--- src/rtl/pll_lock_supervisor_pkg.sv ---
// Shared types and defaults for the PLL lock supervisor and its synchronizer.
package pll_sup_pkg;

  typedef enum logic [1:0] {
    WAIT   = 2'd0,
    SETTLE = 2'd1,
    RUN    = 2'd2,
    HOLD   = 2'd3
  } sup_state_t;

  localparam int unsigned STABLE_CYCLES_DEF = 1024;
  localparam int unsigned HOLD_CYCLES_DEF   = 16;

  function automatic int unsigned max_u(input int unsigned a, input int unsigned b);
    return (a > b) ? a : b;
  endfunction

endpackage

--- src/rtl/pll_lock_supervisor_if.sv ---
// Lock inputs, host controls and reset/status outputs of the PLL lock supervisor.
interface pll_lock_supervisor_if #(
  parameter int unsigned CNT_W = 8
);

  logic             locked;
  logic             clear_sticky;
  logic             sys_resetn;
  logic             ready;
  logic             lost_sticky;
  logic [CNT_W-1:0] loss_count;

  // Environment side: drives the raw lock flag and the sticky clear pulse.
  modport master (
    output locked,
    output clear_sticky,
    input  sys_resetn,
    input  ready,
    input  lost_sticky,
    input  loss_count
  );

  // Supervisor side.
  modport slave (
    input  locked,
    input  clear_sticky,
    output sys_resetn,
    output ready,
    output lost_sticky,
    output loss_count
  );

endinterface

--- src/rtl/pll_lock_sync.sv ---
// Generic 2-flop synchronizer for asynchronous level inputs; synchronous active-low reset to 0.
module pll_lock_sync #(
  parameter int unsigned Width = 1
) (
  input  logic             clk_i,
  input  logic             rst_ni,
  input  logic [Width-1:0] d_i,
  output logic [Width-1:0] q_o
);

  logic [Width-1:0] meta_q;
  logic [Width-1:0] sync_q;

  always_ff @(posedge clk_i) begin
    if (!rst_ni) begin
      meta_q <= '0;
      sync_q <= '0;
    end else begin
      meta_q <= d_i;
      sync_q <= meta_q;
    end
  end

  assign q_o = sync_q;

endmodule

--- src/rtl/pll_lock_supervisor.sv ---
// Qualifies the PLL lock, generates the downstream synchronous reset/ready and tracks lock losses.
module pll_lock_supervisor
  import pll_sup_pkg::*;
#(
  parameter int unsigned STABLE_CYCLES = STABLE_CYCLES_DEF,
  parameter int unsigned HOLD_CYCLES   = HOLD_CYCLES_DEF,
  parameter int unsigned CNT_W         = 8
) (
  input  logic                  clock_in,
  input  logic                  resetn,
  pll_lock_supervisor_if.slave  bus
);

  localparam int unsigned CntW = $clog2(max_u(STABLE_CYCLES, HOLD_CYCLES) + 1);

  localparam logic [CntW-1:0] StableLast = CntW'(STABLE_CYCLES - 1);
  localparam logic [CntW-1:0] HoldLast   = CntW'(HOLD_CYCLES - 1);

  logic locked_s;

  pll_lock_sync #(
    .Width (1)
  ) u_lock_sync (
    .clk_i  (clock_in),
    .rst_ni (resetn),
    .d_i    (bus.locked),
    .q_o    (locked_s)
  );

  sup_state_t       state_q, state_d;
  logic [CntW-1:0]  cnt_q, cnt_d;
  logic             lost_q, lost_d;
  logic [CNT_W-1:0] loss_cnt_q, loss_cnt_d;
  logic             sys_resetn_q;
  logic             ready_q;

  always_comb begin
    state_d    = state_q;
    cnt_d      = cnt_q;
    lost_d     = lost_q;
    loss_cnt_d = loss_cnt_q;

    // A loss in the same cycle overrides the clear below.
    if (bus.clear_sticky) begin
      lost_d = 1'b0;
    end

    unique case (state_q)
      WAIT: begin
        if (locked_s) begin
          state_d = SETTLE;
          cnt_d   = '0;
        end
      end
      SETTLE: begin
        if (!locked_s) begin
          state_d = WAIT;
        end else if (cnt_q == StableLast) begin
          state_d = RUN;
        end else begin
          cnt_d = cnt_q + 1'b1;
        end
      end
      RUN: begin
        if (!locked_s) begin
          state_d = HOLD;
          cnt_d   = '0;
          lost_d  = 1'b1;
          if (loss_cnt_q != '1) begin
            loss_cnt_d = loss_cnt_q + 1'b1;
          end
        end
      end
      HOLD: begin
        if (cnt_q == HoldLast) begin
          state_d = WAIT;
        end else begin
          cnt_d = cnt_q + 1'b1;
        end
      end
    endcase
  end

  // Outputs are decoded from the next state so they move on the transition edge.
  always_ff @(posedge clock_in) begin
    if (!resetn) begin
      state_q      <= WAIT;
      cnt_q        <= '0;
      lost_q       <= 1'b0;
      loss_cnt_q   <= '0;
      sys_resetn_q <= 1'b0;
      ready_q      <= 1'b0;
    end else begin
      state_q      <= state_d;
      cnt_q        <= cnt_d;
      lost_q       <= lost_d;
      loss_cnt_q   <= loss_cnt_d;
      sys_resetn_q <= (state_d == RUN);
      ready_q      <= (state_d == RUN);
    end
  end

  assign bus.sys_resetn  = sys_resetn_q;
  assign bus.ready       = ready_q;
  assign bus.lost_sticky = lost_q;
  assign bus.loss_count  = loss_cnt_q;

endmodule

--- src/flat_wrapper.sv ---
// flat-port wrapper written by rule: the top's interface ports become plain ports
module pll_lock_supervisor_flat import pll_sup_pkg::*;
#(
  parameter int unsigned STABLE_CYCLES = STABLE_CYCLES_DEF,
  parameter int unsigned HOLD_CYCLES   = HOLD_CYCLES_DEF,
  parameter int unsigned CNT_W         = 8
)
  (clock_in, resetn, bus_locked, bus_clear_sticky, bus_sys_resetn, bus_ready, bus_lost_sticky, bus_loss_count);
  pll_lock_supervisor_if #(.CNT_W(CNT_W)) bus_i ();
  input  logic clock_in;
  input  logic resetn;
  input wire logic [$bits(bus_i.locked)-1:0] bus_locked;
  input wire logic [$bits(bus_i.clear_sticky)-1:0] bus_clear_sticky;
  output wire logic [$bits(bus_i.sys_resetn)-1:0] bus_sys_resetn;
  output wire logic [$bits(bus_i.ready)-1:0] bus_ready;
  output wire logic [$bits(bus_i.lost_sticky)-1:0] bus_lost_sticky;
  output wire logic [$bits(bus_i.loss_count)-1:0] bus_loss_count;
  assign bus_i.locked = bus_locked;
  assign bus_i.clear_sticky = bus_clear_sticky;
  assign bus_sys_resetn = bus_i.sys_resetn;
  assign bus_ready = bus_i.ready;
  assign bus_lost_sticky = bus_i.lost_sticky;
  assign bus_loss_count = bus_i.loss_count;
  pll_lock_supervisor #(.STABLE_CYCLES(STABLE_CYCLES), .HOLD_CYCLES(HOLD_CYCLES), .CNT_W(CNT_W)) u_core (.clock_in(clock_in), .resetn(resetn), .bus(bus_i));
endmodule
--- config.mk ---
export PLATFORM = sky130hd
export DESIGN_NAME = pll_lock_supervisor_flat
export DESIGN_NICKNAME = d
export VERILOG_FILES = /design/src/rtl/pll_lock_supervisor_pkg.sv /design/src/rtl/pll_lock_supervisor_if.sv /design/src/rtl/pll_lock_sync.sv /design/src/rtl/pll_lock_supervisor.sv /design/src/flat_wrapper.sv
export SDC_FILE = /design/constraint.sdc
export NUM_CORES = 1
export LEC_CHECK = 0
export ABC_CLOCK_PERIOD_IN_PS = 1800
export BUFFER_PORTS_ARGS = -buffer_cell sky130_fd_sc_hd__buf_2
export CORE_MARGIN = 2
export CORE_UTILIZATION = 50
export CTS_CLUSTER_DIAMETER = 200
export CTS_CLUSTER_SIZE = 25
export DETAILED_ROUTE_END_ITERATION = 8
export PLACE_DENSITY_LB_ADDON = 0.1
export SYNTH_ARGS = -nofsm -noshare
export SYNTH_HDL_FRONTEND = slang
export SYNTH_SLANG_ARGS = --single-unit
--- constraint.sdc ---
create_clock -name clock_in -period 1.8 [get_ports clock_in]
set_input_delay 0.45 -clock clock_in [delete_from_list [all_inputs] [get_ports clock_in]]
set_output_delay 0.45 -clock clock_in [all_outputs]
set_load 0.03 [all_outputs]
After elaboration in Yosys (flattened, before gate mapping)
Index checks and enable logic that the tools add are counted.
{ "classes": {"n_addsub": 2, "multipliers": 0, "div": 0, "n_lt_le_gt_ge": 0, "eq_ne": 12, "shifts": 0, "muxes": 15, "bitwise_logic": 1, "n_reduce_logical": 3} }
{ "op_table": {"columns": ["op", "count"], "rows": [
  ["$mux W11", 5],
  ["$pmux W11 S4", 1],
  ["$add A11 B1 Y11 const B", 1],
  ["$eq A11 B10 Y1 const B", 1],
  ["$eq A11 B4 Y1 const B", 1],
  ["$mux W2", 5],
  ["$ne A2 B2 Y1 const B", 5],
  ["$add A8 B1 Y8 const B", 1],
  ["$ne A8 B8 Y1 const B", 1],
  ["$pmux W2 S4", 1],
  ["$eq A2 B2 Y1 const B", 3],
  ["$reduce_and A5 Y1", 1],
  ["$mux W1", 3],
  ["$reduce_and A3 Y1", 1],
  ["$eq A2 B1 Y1 const B", 1],
  ["$logic_not A2 Y1", 1],
  ["$not A1 Y1", 1]
]} }
{ "word_totals": {"register_bits": 25, "latchBits": 0, "mem_bits_rw": 0, "romBits": 0, "out_inout_bits": 11, "wordCells": 40, "mem_count": 0} }

Longest topological paths before layout
{ "logic_depth": {"word_depth": 5, "mapped_depth": 6} }

Cells and area by module
A second synthesis with hierarchy kept.
{ "unflattened": {"cells_unflattened": 137, "area_unflattened_um2": 1267.5} }
{ "modules_own_cells": {"columns": ["module", "n_inst", "cells_each", "area_per_inst_um2"], "rows": [
  ["pll_lock_supervisor", 1, 133, 1214.9],
  ["pll_lock_sync", 1, 4, 52.6]
]} }

Worst setup path before layout
No wires, ideal clock.
{ "synth_path": {"path_kind": "flip-flop to flip-flop", "startpoint": "reg u_core.cnt_q[4]", "endpoint": "reg u_core.cnt_q[10]", "setup_ns": 0.087, "arrival_ns": 1.729, "setup_slack_ns": -0.016, "stages_incl_launch_ff": 6, "n_path_buf": 0, "synth_period_minus_slack_ns": 1.816, "path_cell_list": "dfxtp_1 or4_1 o311a_1 a211oi_4 o21ai_0 o31ai_1"} }
{ "synth_via": {"elab_chain_cells": 4} }
{ "synth_lines": {"columns": ["item", "line_no", "rtl"], "rows": [
  ["from (decl)", "pll_lock_supervisor.sv:31", "logic [CntW-1:0] cnt_q, cnt_d;"],
  ["from (signal assigned)", "pll_lock_supervisor.sv:95", "cnt_q <= cnt_d;"],
  ["$add A11 B1 Y11", "pll_lock_supervisor.sv:61, pll_lock_supervisor.sv:78", null],
  ["$mux W11", "pll_lock_supervisor.sv:58", "end else if (cnt_q == StableLast) begin"],
  ["$mux W11", "pll_lock_supervisor.sv:56", "if (!locked_s) begin"],
  ["$pmux W11 S4", "pll_lock_supervisor.sv:48", "unique case (state_q)"]
]} }
Parallel ways exist; a longest one is shown, timed or not. The select of a mux whose other input is x is not followed.
A chain may end at the register's enable or synchronous reset.

Worst setup path after layout
{ "layout_path": {"startpoint": "reg u_core.cnt_q[9]", "endpoint": "reg u_core.cnt_q[2]"} }
{ "layout_via": {"elab_chain_cells": 3} }
{ "layout_lines": {"columns": ["item", "line_no"], "rows": [
  ["$eq A11 B4 Y1 / $eq A11 B10 Y1 (equally long branches)", "pll_lock_supervisor.sv:75, pll_lock_supervisor.sv:58"],
  ["$ne A2 B2 Y1 (no line)", null],
  ["$reduce_and A5 Y1 (no line) (*)", null]
]} }
Mark *: on every way between the ends. The rest lies on a longest branch, timed or not.

==> reports/metrics.cfg <==
[drt]
drt-pass1-iter-count=5
ant_nets=0
drc=0
wl_per_cell_um=14.4
post_drt_via_cell_ratio=5.79
dr_total_vias=1135
drt_iter0_drc=27
finalWirelength_um=2820

[logic_synthesis]
syn-instance-count=132
synth_edf_count=0
synthesis.area_mm2=0.00119
yosysWarnings=0
synth_area_leaders=dfxtp_1, o21ai_0, nand3_1, o31ai_1, nor2_1
async_flop_share_pct=0
synth_top_area_cell=dfxtp_1
syn_area_per_cell_um2=9.01
synth_nets=138
synth-seq-cells=25
ys_types=39
ys_seq_area_share_pct=42.1
synth_flop_cell=dfxtp_1
synth_top_area_share_pct=42.1

[worst_setup_path]
path_buf_inv=1
r2r-end=u_core.cnt_q[2]$_SDFFE_PN0P_
slowest_delay_ns=0.54
cp-startpoint=u_core.cnt_q[9]$_SDFFE_PN0P_
r2r-start=u_core.cnt_q[9]$_SDFFE_PN0P_
crit_top_cell=o21ai_1
reg2reg_slack_ns=-0.04
ff2ff_path_depth=6
crit_path_max_fanout=5
cp.required_ns=2.07
path_cells=or4_4 -> o311a_4 -> a211oi_4 -> buf_6 -> o21ai_1 -> o21ai_1
crit_slowest_cell=or4_4
endpoint_kind=flip-flop
arrival_ns=2.11
crit_type=reg2reg
critical-path-top-delay-family=compound AO/OA/AOI/OAI gates
critPathLaunchType=flip-flop

[cells_and_area]
n_antenna_cell=0
nFillCells=193
syn_to_final_growth_pct=26.7
stdcell_count=196
drive_gt1_share_pct=31.5
final_util_pct=67.5
num-nets-final=175
stdcell_area_mm2=0.00151

[clocking]
clkTransAtPathRegs_ns=0.13
cts_tree=yes
cts.htree.levels=1
clock_latency_ns=0.33
cts_buffers=3
clock-sinks=25
hold_buffers=0
clockBufferDepth=2
root_buffer=clkbuf_4

[sta]
fin_ws_ns=-0.0424
skew_ns=0.00331
worstMarginPinSlew_ns=0.388
fin_hold_ws_ns=0.315
period_needed_ns=1.84
relSlewSlack_pct=74.0
rsz0062_at_grt=true
slew_violations=0
setup_viol=11
post-route-period-util_pct=102
finalHoldViolCount=0
fmax_ghz=0.543

[global_route]
grt_use_total_pct=23.7
gr-total-overflow=0
grt_pass1_wl_um=4770
antenna_found_initial=0
grt_max_degree=15
first_global_vias=1034

[placement]
placed_cell_area_mm2=0.00143
gp_congestion=0.866
hpwl_um=2020
port_buffers=14
dp.cells=190
place_ws_ns=-0.158

[outcome]
status=finished with violations
violations=negative setup slack

[hold_path]
min-delay-start=bus_locked
hold_end=u_core.u_lock_sync.meta_q$_SDFF_PN0_
hold_depth=2
min_path_type=in2reg

[floorplanning]
die_area_mm2=0.00279
io_pins=15
die_w_um=52.8
start_util_pct=53.3
die_h_um=52.8
row_count=17
core_area_mm2=0.00223

[pwr]
power_density_mw_per_mm2=568
vdd_drop_max_mv=0.597
p_leak_nw=0.617

[flow_run]
cap_viol_max_count=0

## registers in the layout, summed over array words and instances, names as in the netlist
register and cells:
u_core.state_q 2, u_core.cnt_q 11, u_core.u_lock_sync.q_o 1, u_core.u_lock_sync.meta_q 1, u_core.bus.sys_resetn 1, u_core.bus.loss_count 8, u_core.bus.lost_sticky 1
## synthesized netlist by cell type (2+ instances only)
master / number
o21ai_0: 13
nor2_1: 9
o31ai_1: 6
mux2i_1: 2
and3_1: 4
a21oi_1: 5
nand2b_1: 4
xnor2_1: 3
nand3_1: 10
xor2_1: 2
or3_1: 3
nand2_1: 7
dfxtp_1: 25
nor2b_1: 4
ha_1: 2
a31oi_1: 3
nand4_1: 3
and2_1: 4
clkbuf_1: 3
## cell families after synthesis
logic type	synth area share, %
buf+inv	2.31
flops	42.1
compound gates	22.2
mux	1.68
fa+ha+maj	2.10
simple gates	26.0
xor+xnor	3.68
## power breakdown
part / leakage, nW / internal, W / switching, W
logic: 0.396 / 0.0000191 / 0.0000234
clock network: 0.0177 / 0.0000836 / 0.000173
registers: 0.203 / 0.000556 / 0.00000155
total: 0.617 / 0.000659 / 0.000198
## final cells by class
cell class	count	area, um2	share of cell area [%]
repair buffers	37	246	16.3
well taps	28	35.0	2.32
clock buffers	3	22.5	1.49
clock inverters	1	5.00	0.332
multi-input cells	101	692	45.9
flip-flops and latches	25	503	33.4
inverters	1	3.75	0.249
## worst max path at each step
stage,end,depth (start not counted)
after floorplan,u_core.cnt_q[10]$_SDFFE_PN0P_,5
after global placement,u_core.cnt_q[1]$_SDFFE_PN0P_,5
after detailed placement,u_core.cnt_q[2]$_SDFFE_PN0P_,5
after CTS,u_core.cnt_q[2]$_SDFFE_PN0P_,6
after global routing,u_core.cnt_q[7]$_SDFFE_PN0P_,5
final,u_core.cnt_q[2]$_SDFFE_PN0P_,6
## metal layers
layer	vias to the layer above	global-route usage (%)	wire length, um
met4	0	8.55	40
met2	31	35.6	1280
met3	5	6.00	132
met5	-	0	0
met1	542	32.6	1370
li1	557	-	-
## stage by stage
step	setup TNS (ns)	total power, W
finish	-0.217	0.000857
global route	-1.07	0.000898
CTS	-0.435	0.000863
detailed placement	-1.19	0.000604
global placement	-0.362	0.000602
floorplan	0	0.000589
## repair_timing
action / 4_1_cts / 5_1_grt
setup buffers: 1 / 0
gates resized for setup: 16 / 3
hold endpoints to repair: 0 / 0
setup endpoints to repair: 12 / 15
cloned: 1 / 0
pin swaps: 8 / 1
## cell usage in the layout (no fill, tap or decap), drive strengths merged, types with 2 or more instances in the layout
cell,Yosys,final
dfxtp,25,25
and3,4,4
buf,2,37
a41oi,2,2
a31oi,3,3
mux2i,2,2
or3,3,3
xnor2,3,3
ha,2,2
clkbuf,3,3
and2,4,4
nand4,3,3
a21oi,5,5
nor2b,4,4
o31ai,6,6
o21ai,14,14
nand2,7,7
nor2,9,9
nand3,10,10
nand2b,4,4
xor2,2,2
No activity file was read; power rests on OpenSTA's default activity.
